### config.mk
export PLATFORM = sky130hd
export DESIGN_NAME = pat_seq_ctrl
export DESIGN_NICKNAME = d
export VERILOG_FILES = /design/src/rtl/pat_seq_pkg.sv /design/src/rtl/pat_seq_ctrl_cmp.sv /design/src/rtl/pat_seq_ctrl.sv
export SDC_FILE = /design/constraint.sdc
export NUM_CORES = 1
export LEC_CHECK = 0
export ABC_AREA = 1
export BUFFER_PORTS_ARGS = -buffer_cell sky130_fd_sc_hd__buf_2
export CAP_MARGIN = 5
export CORE_MARGIN = 8
export CORE_UTILIZATION = 55
export CTS_BUF_LIST = sky130_fd_sc_hd__clkbuf_4 sky130_fd_sc_hd__clkbuf_8
export DETAILED_ROUTE_END_ITERATION = 12
export PLACE_DENSITY = 0.8
export SLEW_MARGIN = 15
export SYNTH_ARGS = -nofsm -noshare
export SYNTH_HDL_FRONTEND = slang
export SYNTH_HIERARCHICAL = 1
export SYNTH_SLANG_ARGS = --single-unit
### constraint.sdc
create_clock -name clk -period 1.75 [get_ports clk]
set_input_delay 0.35 -clock clk [delete_from_list [all_inputs] [get_ports clk]]
set_output_delay 0.35 -clock clk [all_outputs]
set_load 0.02 [all_outputs]
### src/rtl/pat_seq_pkg.sv
// Shared types and pattern-word field offsets for the pattern sequencer.
// A memory word is packed as {mask, exp, stim}, with stim in the low bits.
package pat_seq_pkg;

    typedef enum logic [2:0] {
        ST_IDLE,
        ST_FETCH,
        ST_APPLY,
        ST_WAIT,
        ST_CAPTURE,
        ST_DONE
    } state_t;

    function automatic int stim_lsb();
        return 0;
    endfunction

    function automatic int exp_lsb(input int in_w);
        return in_w;
    endfunction

    function automatic int mask_lsb(input int in_w, input int out_w);
        return in_w + out_w;
    endfunction

endpackage

### src/rtl/pat_seq_ctrl_cmp.sv
// Masked response compare with saturating mismatch counter, first-fail
// address capture and a sticky fail flag, cleared at the start of each run.
module pat_cmp #(
    parameter int OUT_W  = 2,
    parameter int ADDR_W = 4,
    parameter int CNT_W  = 8
) (
    input  logic              i_clk,
    input  logic              i_rst_n,
    input  logic              i_clear,
    input  logic              i_capture,
    input  logic [OUT_W-1:0]  i_dut_out,
    input  logic [OUT_W-1:0]  i_exp,
    input  logic [OUT_W-1:0]  i_mask,
    input  logic [ADDR_W-1:0] i_addr,
    output logic              o_fail,
    output logic [CNT_W-1:0]  o_cnt,
    output logic [ADDR_W-1:0] o_first_addr
);

    logic              w_mismatch;
    logic              r_fail;
    logic [CNT_W-1:0]  r_cnt;
    logic [ADDR_W-1:0] r_first_addr;

    assign w_mismatch = |((i_dut_out ^ i_exp) & ~i_mask);

    // r_fail is still low on the first mismatch of a run, so it gates the address capture
    always_ff @(posedge i_clk) begin
        if (!i_rst_n) begin
            r_fail       <= 1'b0;
            r_cnt        <= '0;
            r_first_addr <= '0;
        end else if (i_clear) begin
            r_fail       <= 1'b0;
            r_cnt        <= '0;
            r_first_addr <= '0;
        end else if (i_capture && w_mismatch) begin
            if (r_cnt != '1) begin
                r_cnt <= r_cnt + 1'b1;
            end
            if (!r_fail) begin
                r_first_addr <= i_addr;
                r_fail       <= 1'b1;
            end
        end
    end

    assign o_fail       = r_fail;
    assign o_cnt        = r_cnt;
    assign o_first_addr = r_first_addr;

endmodule

### src/rtl/pat_seq_ctrl.sv
// Pattern sequencer: fetches {mask, exp, stim} words, drives the stimulus,
// waits SETTLE cycles and hands the DUT response to the masked comparator.
module pat_seq_ctrl
    import pat_seq_pkg::*;
#(
    parameter int IN_W   = 1,
    parameter int OUT_W  = 2,
    parameter int ADDR_W = 4,
    parameter int SETTLE = 1,
    parameter int CNT_W  = 8
) (
    input  logic                    clk,
    input  logic                    rst_n,
    input  logic                    start,
    input  logic                    abort,
    input  logic [ADDR_W:0]         num_pat,
    output logic [ADDR_W-1:0]       mem_addr,
    output logic                    mem_rd,
    input  logic [2*OUT_W+IN_W-1:0] mem_data,
    output logic [IN_W-1:0]         dut_in,
    input  logic [OUT_W-1:0]        dut_out,
    output logic                    busy,
    output logic                    done,
    output logic                    fail,
    output logic [CNT_W-1:0]        mismatch_cnt,
    output logic [ADDR_W-1:0]       first_fail_addr
);

    localparam int STIM_L = stim_lsb();
    localparam int EXP_L  = exp_lsb(IN_W);
    localparam int MASK_L = mask_lsb(IN_W, OUT_W);
    localparam int WAIT_W = (SETTLE > 1) ? $clog2(SETTLE) : 1;

    state_t            r_state;
    state_t            w_next;
    logic [ADDR_W-1:0] r_addr;
    logic [ADDR_W:0]   r_num;
    logic [WAIT_W-1:0] r_wait;
    logic [IN_W-1:0]   r_dut_in;
    logic [OUT_W-1:0]  r_exp;
    logic [OUT_W-1:0]  r_mask;
    logic              w_last;
    logic              w_wait_end;
    logic              w_clear;
    logic              w_capture;

    assign w_last     = ({1'b0, r_addr} == (r_num - 1'b1));
    assign w_wait_end = (r_wait == WAIT_W'(SETTLE - 1));
    assign w_clear    = (r_state == ST_IDLE) && start && (num_pat != '0);
    assign w_capture  = (r_state == ST_CAPTURE) && !abort;

    // Abort overrides every transition out of a non-idle state
    always_comb begin
        w_next = r_state;
        case (r_state)
            ST_IDLE: begin
                if (start) begin
                    w_next = (num_pat == '0) ? ST_DONE : ST_FETCH;
                end
            end
            ST_FETCH:   w_next = ST_APPLY;
            ST_APPLY:   w_next = (SETTLE > 0) ? ST_WAIT : ST_CAPTURE;
            ST_WAIT:    w_next = w_wait_end ? ST_CAPTURE : ST_WAIT;
            ST_CAPTURE: w_next = w_last ? ST_DONE : ST_FETCH;
            ST_DONE:    w_next = ST_IDLE;
            default:    w_next = ST_IDLE;
        endcase
        if (abort && (r_state != ST_IDLE)) begin
            w_next = ST_IDLE;
        end
    end

    always_ff @(posedge clk) begin
        if (!rst_n) begin
            r_state  <= ST_IDLE;
            r_addr   <= '0;
            r_num    <= '0;
            r_wait   <= '0;
            r_dut_in <= '0;
            r_exp    <= '0;
            r_mask   <= '0;
        end else begin
            r_state <= w_next;
            if (w_clear) begin
                r_addr <= '0;
                r_num  <= num_pat;
            end
            if ((r_state == ST_APPLY) && !abort) begin
                r_dut_in <= mem_data[STIM_L +: IN_W];
                r_exp    <= mem_data[EXP_L +: OUT_W];
                r_mask   <= mem_data[MASK_L +: OUT_W];
            end
            if (r_state == ST_APPLY) begin
                r_wait <= '0;
            end else if (r_state == ST_WAIT) begin
                r_wait <= r_wait + 1'b1;
            end
            if (w_capture && !w_last) begin
                r_addr <= r_addr + 1'b1;
            end
        end
    end

    pat_cmp #(
        .OUT_W  (OUT_W),
        .ADDR_W (ADDR_W),
        .CNT_W  (CNT_W)
    ) u_cmp (
        .i_clk        (clk),
        .i_rst_n      (rst_n),
        .i_clear      (w_clear),
        .i_capture    (w_capture),
        .i_dut_out    (dut_out),
        .i_exp        (r_exp),
        .i_mask       (r_mask),
        .i_addr       (r_addr),
        .o_fail       (fail),
        .o_cnt        (mismatch_cnt),
        .o_first_addr (first_fail_addr)
    );

    assign mem_addr = r_addr;
    assign mem_rd   = (r_state == ST_FETCH);
    assign dut_in   = r_dut_in;
    assign busy     = (r_state != ST_IDLE);
    assign done     = (r_state == ST_DONE);

endmodule

Word-level counts from Yosys, hierarchy flattened
Cells that the tools add are included.

cells by class
  add/sub/neg operators = 4
  equal/unequal tests = 8
  muxes and demuxes = 7
  bitwise logic cells = 5
  reductions and logical operators = 20

operator list
  cell                                                                    count
  3-bit one-hot mux with 5 select lines                                   1
  3-bit 2-to-1 mux                                                        4
  8-bit by 1-bit adder with 8-bit output (second input constant)          1
  4-bit 2-to-1 mux                                                        2
  8-bit inequality test (second input constant)                           1
  2-bit OR reduction                                                      4
  1-bit logical AND                                                       7
  3-bit by 2-bit equality test with 1-bit output (second input constant)  2
  3-bit equality test (second input constant)                             2
  4-bit by 5-bit equality test with 1-bit output                          1
  5-bit logical NOT                                                       1
  5-bit nonzero test                                                      1
  5-bit by 1-bit subtractor with 5-bit output (second input constant)     1
  4-bit by 1-bit adder with 4-bit output (second input constant)          1
  2-bit AND reduction                                                     2
  3-bit by 1-bit equality test with 1-bit output (second input constant)  1
  3-bit logical NOT                                                       1
  3-bit nonzero test                                                      1
  2-bit bitwise AND                                                       1
  1-bit logical NOT                                                       2
  2-bit inequality test (second input constant)                           1
  1-bit inverter                                                          2
  2-bit inverter                                                          1
  2-bit nonzero test                                                      1
  2 further kinds                                                         2

storage, ports and cells
  register bits = 31
  output and inout bits = 21
  logic and storage cells = 54

Longest topological paths before layout
  word-level depth = 5
  gate-level depth with buffers = 11

Modules after synthesis
Netlist, hierarchy kept.

by module, submodules not included
  module        times used  cells an instance  area an instance (sq um)
  pat_seq_ctrl  1           140                989.7
  pat_cmp       1           123                754.5

Worst setup path before layout
OpenSTA, ideal clock, no wires.

  kind = reg-to-reg
  start point = register r_state[2]
  end point = register u_cmp.r_cnt[5] (netlist: u_cmp/o_cnt[5])
  library setup time = 0.115 ns
  data arrival time = 1.419 ns
  slack = 0.216 ns
  cell stages (with the launch flop) = 8
  clock period less this slack = 1.534 ns
  cell sequence = dfxtp_1 -> inv_2 -> nor4_4 -> inv_1 -> a21oi_2 -> nand3_1 -> nand2_1 -> nor2_1

between the ends
  longest elaborated chain between the ends = 4
  elaborated cells on any way between the ends = 8
  classes of those cells = eq/ne: 1; reduce/logical: 7

RTL lines
  element                        line                    text
  start, declared                pat_seq_ctrl.sv:34      state_t r_state;
  start signal, assigned         pat_seq_ctrl.sv:83      r_state <= w_next;
  3-bit equality test            pat_seq_ctrl.sv:50      assign w_capture = (r_state == ST_CAPTURE) && !abort;
  1-bit logical AND              pat_seq_ctrl.sv:50
  via w_capture                  pat_seq_ctrl.sv:45      logic w_capture;
  1-bit logical AND              pat_seq_ctrl_cmp.sv:38  end else if (i_capture && w_mismatch) begin
  2-bit AND reduction (no line)  n/a
  end signal, assigned           pat_seq_ctrl_cmp.sv:40  r_cnt <= r_cnt + 1'b1;
  end, declared                  pat_seq_ctrl_cmp.sv:23  logic [CNT_W-1:0] r_cnt;

The timed path passes the listed nets, and every way through them passes these cells.
A chain may end at the register's enable or synchronous reset.

Worst setup path after layout
  start point = register r_num[0]
  end point = register r_addr[3] (netlist: mem_addr[3])

between the ends
  longest elaborated chain between the ends = 5
  elaborated cells on any way between the ends = 6
  classes of those cells = add/sub: 1; eq/ne: 1; mux: 1; reduce/logical: 3

RTL lines
  element                                                        line                text
  start, declared                                                pat_seq_ctrl.sv:37  logic [ADDR_W:0] r_num;
  start signal, assigned                                         pat_seq_ctrl.sv:86  r_num <= num_pat;
  5-bit by 1-bit subtractor with 5-bit output (*)                pat_seq_ctrl.sv:47  assign w_last = ({1'b0, r_addr} == (r_num - 1'b1));
  4-bit by 5-bit equality test with 1-bit output (*)             pat_seq_ctrl.sv:47
  1-bit logical NOT (*)                                          pat_seq_ctrl.sv:98  if (w_capture && !w_last) begin
  1-bit logical AND (*)                                          pat_seq_ctrl.sv:98
  4-bit 2-to-1 mux / 2-bit nonzero test (equally long branches)  n/a
  end signal, assigned                                           pat_seq_ctrl.sv:99  r_addr <= r_addr + 1'b1;
  end, declared                                                  pat_seq_ctrl.sv:36  logic [ADDR_W-1:0] r_addr;

Every way passes the cells marked *; elsewhere a longest branch is shown, timed or not.

==> flow_summary.html <==
<table>
<tr><th>Metric</th><th>Value</th></tr>
<tr><th colspan="2">Global route</th></tr>
<tr><td>First-pass GRT wire length</td><td>6.31 mm</td></tr>
<tr><td>Congestion Overflow GR</td><td>0</td></tr>
<tr><td>Number of global-route vias before repair</td><td>1,561</td></tr>
<tr><td>Number of antenna violations at the first check in global routing</td><td>0</td></tr>
<tr><td>Global-route total usage across every layer</td><td>0.147</td></tr>
<tr><td>Maximum number of pins on one net before global-route repair</td><td>13</td></tr>
<tr><th colspan="2">STA</th></tr>
<tr><td>Number of pins with negative max-slew slack in the final report</td><td>0</td></tr>
<tr><td>Setup repair after global routing missed its margin</td><td>false</td></tr>
<tr><td>Share of the clock period used by the worst path after layout</td><td>0.923</td></tr>
<tr><td>Final hold vios</td><td>0</td></tr>
<tr><td>Minimum period implied by the final worst setup slack</td><td>1.62 ns</td></tr>
<tr><td>Final count of negative-setup-slack endpoints</td><td>0</td></tr>
<tr><td>TNS Setup</td><td>0 ns</td></tr>
<tr><td>Worst Tran Pin Value</td><td>just under 0.4 ns</td></tr>
<tr><td>Worst clock skew on the final layout</td><td>0.0112 ns</td></tr>
<tr><td>Max frequency</td><td>a little over 600 MHz</td></tr>
<tr><td>Worst max-slew margin expressed relative to the limit</td><td>0.738</td></tr>
<tr><th colspan="2">Synthesis</th></tr>
<tr><td>Number of flops mapped to enable cells by yosys</td><td>0</td></tr>
<tr><td>Register area share after synthesis</td><td>0.356</td></tr>
<tr><td>Average cell area after synthesis</td><td>6.63 sq um</td></tr>
<tr><td>Netlist area before placement</td><td>0.00174 sq mm</td></tr>
<tr><td>Ys async rst share</td><td>0</td></tr>
<tr><td>Most frequent cell after synthesis</td><td>sky130_fd_sc_hd__nand2_1</td></tr>
<tr><td>Flop and latch count out of synthesis</td><td>31</td></tr>
<tr><td>Unique masters post-synth</td><td>28</td></tr>
<tr><td>List of most frequent post-synthesis cells</td><td>sky130_fd_sc_hd__nand2_1, sky130_fd_sc_hd__nor2_1, sky130_fd_sc_hd__inv_1</td></tr>
<tr><td>Post-synth top area share</td><td>0.356</td></tr>
<tr><td>Top flip-flop cell by instance count after synthesis</td><td>sky130_fd_sc_hd__dfxtp_1</td></tr>
<tr><td>Synth area leader</td><td>sky130_fd_sc_hd__dfxtp_1</td></tr>
<tr><td>Total of warnings raised by yosys</td><td>6</td></tr>
<tr><td>Top area cells in the synthesized netlist</td><td>sky130_fd_sc_hd__dfxtp_1, sky130_fd_sc_hd__nand2_1, sky130_fd_sc_hd__nor2_1</td></tr>
<tr><td>Mapped Nets</td><td>between 200 and 300</td></tr>
<tr><td>Gate count of the mapped netlist</td><td>263</td></tr>
<tr><th colspan="2">Power</th></tr>
<tr><td>Comb power frac</td><td>0.156</td></tr>
<tr><td>Share of total power consumed by net switching</td><td>0.270</td></tr>
<tr><td>Net switching power figure</td><td>0.000427 W</td></tr>
<tr><td>Sequential fraction of design power</td><td>0.472</td></tr>
<tr><td>Worst VDD drop</td><td>635 uV</td></tr>
<tr><td>Leakage Power</td><td>slightly above 1 nW</td></tr>
<tr><td>Clock group share of total power</td><td>0.372</td></tr>
<tr><td>Design internal power</td><td>0.00115 W</td></tr>
<tr><td>Power density normalized to cell area</td><td>749 mW/mm^2</td></tr>
<tr><th colspan="2">Setup path</th></tr>
<tr><td>Nature of the critical path startpoint</td><td>flop</td></tr>
<tr><td>Crit path from</td><td>r_num[0]</td></tr>
<tr><td>Capture instance of the worst register-to-register path</td><td>mem_addr[3]</td></tr>
<tr><td>Worst setup EP type</td><td>flop</td></tr>
<tr><td>Worst reg2reg path startpoint</td><td>r_num[0]</td></tr>
<tr><td>Worst endpoint required time</td><td>1.98 ns</td></tr>
<tr><td>Length in cells of the worst reg-to-reg path</td><td>11</td></tr>
<tr><td>Worst endpoint data arrival time</td><td>roughly 1.9 ns</td></tr>
<tr><td>Worst Path Class, Setup</td><td>reg -&gt; reg</td></tr>
<tr><td>Critical path fanouts, max</td><td>4</td></tr>
<tr><td>Critical path capture point</td><td>mem_addr[3]</td></tr>
<tr><td>Reg2Reg Setup Slack</td><td>0.13 ns</td></tr>
<tr><th colspan="2">Clocking</th></tr>
<tr><td>Hold buffer count at cts</td><td>0</td></tr>
<tr><td>Number of sinks on the clock net</td><td>31</td></tr>
<tr><td>Clock tree buffer depth</td><td>2</td></tr>
<tr><td>Clock tree from TritonCTS</td><td>built</td></tr>
<tr><td>Worst skew pair latency</td><td>between 0.3 and 0.4 ns</td></tr>
<tr><td>Clock edge transition at the registers on the reported setup and hold paths</td><td>0.10 ns</td></tr>
<tr><td>Deepest level of the CTS H-tree</td><td>2</td></tr>
<tr><td>Clock buffers created by TritonCTS</td><td>5</td></tr>
<tr><td>Root buffer selected by CTS</td><td>sky130_fd_sc_hd__clkbuf_4</td></tr>
<tr><th colspan="2">Route</th></tr>
<tr><td>Number of vias per cell after detailed routing</td><td>between 4 and 5</td></tr>
<tr><td>Wirelength per Cell</td><td>~11 um</td></tr>
<tr><td>Post-route DRC</td><td>0</td></tr>
<tr><td>Number of nets with antenna violations after detailed routing</td><td>0</td></tr>
<tr><td>Final wirelength</td><td>3.81 mm</td></tr>
<tr><td>First-pass iteration count of the detailed router</td><td>4</td></tr>
<tr><td>Via Count</td><td>1,725</td></tr>
<tr><td>Iteration-0 DRC Markers</td><td>77</td></tr>
<tr><th colspan="2">Final layout</th></tr>
<tr><td>Nets@finish</td><td>329</td></tr>
<tr><td>Number of inserted diodes</td><td>0</td></tr>
<tr><td>Util after Layout</td><td>0.698</td></tr>
<tr><td>Fill cells</td><td>278</td></tr>
<tr><td>Proportion of layout cells with a drive suffix above 1</td><td>0.277</td></tr>
<tr><td>Area growth from synthesis to final layout</td><td>21.1%</td></tr>
<tr><th colspan="2">Die</th></tr>
<tr><td>Total I/O pin count</td><td>37</td></tr>
<tr><td>Core Box Area</td><td>0.00303 sq mm</td></tr>
<tr><td>Initial core utilization</td><td>0.576</td></tr>
<tr><td>Number of rows created at floorplan</td><td>20</td></tr>
<tr><td>DIE AREA</td><td>~0.0052 sq mm</td></tr>
<tr><td>Die Width</td><td>72.3 um</td></tr>
<tr><td>Height of the die</td><td>a little over 70 um</td></tr>
<tr><th colspan="2">Place</th></tr>
<tr><td>Number of port buffers</td><td>36</td></tr>
<tr><td>Detailed placement HPWL</td><td>approximately 2.9 mm</td></tr>
<tr><td>Gpl congestion</td><td>0.875</td></tr>
<tr><th colspan="2">Outcome</th></tr>
<tr><td>Status</td><td>finished clean</td></tr>
<tr><th colspan="2">Job</th></tr>
<tr><td>Number of max-cap violations</td><td>0</td></tr>
<tr><th colspan="2">Min path</th></tr>
<tr><td>Worst min path class</td><td>in -&gt; reg</td></tr>
</table>
[critical path: stages, from the launching register on]
cell and delay [ns]:
sky130_fd_sc_hd__dfxtp_2 0.36, sky130_fd_sc_hd__inv_2 0.07, sky130_fd_sc_hd__ha_4 0.24, sky130_fd_sc_hd__nand2_1 0.07, sky130_fd_sc_hd__inv_1 0.05, sky130_fd_sc_hd__nor2_1 0.11
sky130_fd_sc_hd__nand3_1 0.12, sky130_fd_sc_hd__nor2_2 0.15, sky130_fd_sc_hd__nand2_2 0.07, sky130_fd_sc_hd__buf_4 0.15, sky130_fd_sc_hd__nand3_1 0.08, sky130_fd_sc_hd__a21oi_2 0.06
[layer usage]
metal,track usage,vias to the layer above,share of wire
met5,0,-,0
met4,0.0544,0,0.014
met3,0.0565,6,0.056
met2,0.237,30,0.46
met1,0.172,769,0.47
li1,-,920,-
[area by class of cell]
class | count | area, sq um | share of cell area
Multi-Input combinational cell | 188 | 965 | 0.457
Clock inverter | 2 | 35.0 | 0.0166
Tap cell | 44 | 55.1 | 0.0261
Clock buffer | 6 | 51.3 | 0.0243
Inverter | 42 | 158 | 0.0746
Sequential cell | 31 | 623 | 0.295
Timing Repair Buffer | 42 | 225 | 0.107
[stage by stage]
step           worst slack, ns  power (W)  hold WS (ns)  instances  cell area [sq um]
2_1_floorplan            0.216   0.000933         0.441        263               1740
3_5_place_dp            0.0494   0.000992         0.453        345               1990
4_1_cts                0.00262    0.00158         0.262        353               2070
5_1_grt                 0.0128    0.00166         0.257        355               2110
6_report                 0.135    0.00158         0.268        355               2110
3_3_place_gp             0.186   0.000985         0.450        345               1990
[power groups by stage]
stage / Clock [W] / Combinational (W) / Sequential (W)
floorplan: 0 / 0.000174 / 0.000758
global placement: 0 / 0.000225 / 0.000760
detailed placement: 0 / 0.000231 / 0.000761
CTS: 0.000601 / 0.000232 / 0.000745
global route: 0.000628 / 0.000278 / 0.000749
finish: 0.000588 / 0.000247 / 0.000746
[state kept, by name (all words and copies together), names as in the netlist]
name and count:
r_exp 2, u_cmp/o_cnt 8, r_wait 1, r_mask 2, mem_addr 4, dut_in 1, u_cmp/o_first_addr 4, r_num 5
u_cmp/o_fail 1, r_state 3
[worst min-delay path by stage]
stage           startpoint   endpoint  cells past startpoint
2_1_floorplan    r_mask[0]  r_mask[0]                      2
3_3_place_gp     r_mask[0]  r_mask[0]                      2
3_5_place_dp     r_mask[1]  r_mask[1]                      2
4_1_cts        mem_data[3]  r_mask[0]                      3
5_1_grt        mem_data[2]   r_exp[1]                      3
6_report       mem_data[2]   r_exp[1]                      3
[cell usage in the layout, fill, tap and decap left out]
cell                         n
sky130_fd_sc_hd__inv_2       6
sky130_fd_sc_hd__a21oi_2     6
sky130_fd_sc_hd__or2_2       2
sky130_fd_sc_hd__dfxtp_1    29
sky130_fd_sc_hd__clkbuf_8    1
sky130_fd_sc_hd__buf_4       6
sky130_fd_sc_hd__nor3_1      4
sky130_fd_sc_hd__o21ai_0     2
sky130_fd_sc_hd__nand3_2     3
sky130_fd_sc_hd__dfxtp_2     2
sky130_fd_sc_hd__o21ai_2     1
sky130_fd_sc_hd__clkbuf_4    5
sky130_fd_sc_hd__nor4_4      1
sky130_fd_sc_hd__nand2_1    64
sky130_fd_sc_hd__nor2_1     37
sky130_fd_sc_hd__ha_1        2
sky130_fd_sc_hd__nand3b_1    1
sky130_fd_sc_hd__clkinv_1    1
sky130_fd_sc_hd__nand3_1    23
sky130_fd_sc_hd__inv_1      35
sky130_fd_sc_hd__nand4_1     2
sky130_fd_sc_hd__xor2_1      2
sky130_fd_sc_hd__a21oi_1    17
sky130_fd_sc_hd__ha_4        1
sky130_fd_sc_hd__buf_2      36
sky130_fd_sc_hd__nor3_2      2
sky130_fd_sc_hd__nor2_4      2
sky130_fd_sc_hd__clkinv_2    1
sky130_fd_sc_hd__nand2_2     6
sky130_fd_sc_hd__nor3b_1     1
sky130_fd_sc_hd__nor2_2      3
sky130_fd_sc_hd__bufinv_16   1
sky130_fd_sc_hd__nand2_4     1
sky130_fd_sc_hd__o21ai_1     5
[kinds of logic (layout without fill, tap and decap cells)]
family,after synthesis,in the layout,synth area share
and+or+nand+nor,152,152,0.407
buffers and inverters,44,92,0.103
AOI/OAI and AO/OA,31,31,0.102
DFF,31,31,0.356
adders and majority gates,3,3,0.0215
xor gates and xnor gates,2,2,0.0100
[what timing repair did]
action	in CTS	in global routing
hold endpoints to repair	0	0
endpoints found under the setup margin	0	5
gates resized for setup	0	6
buffers inserted	0	2
(Power assumes the default switching activity.)
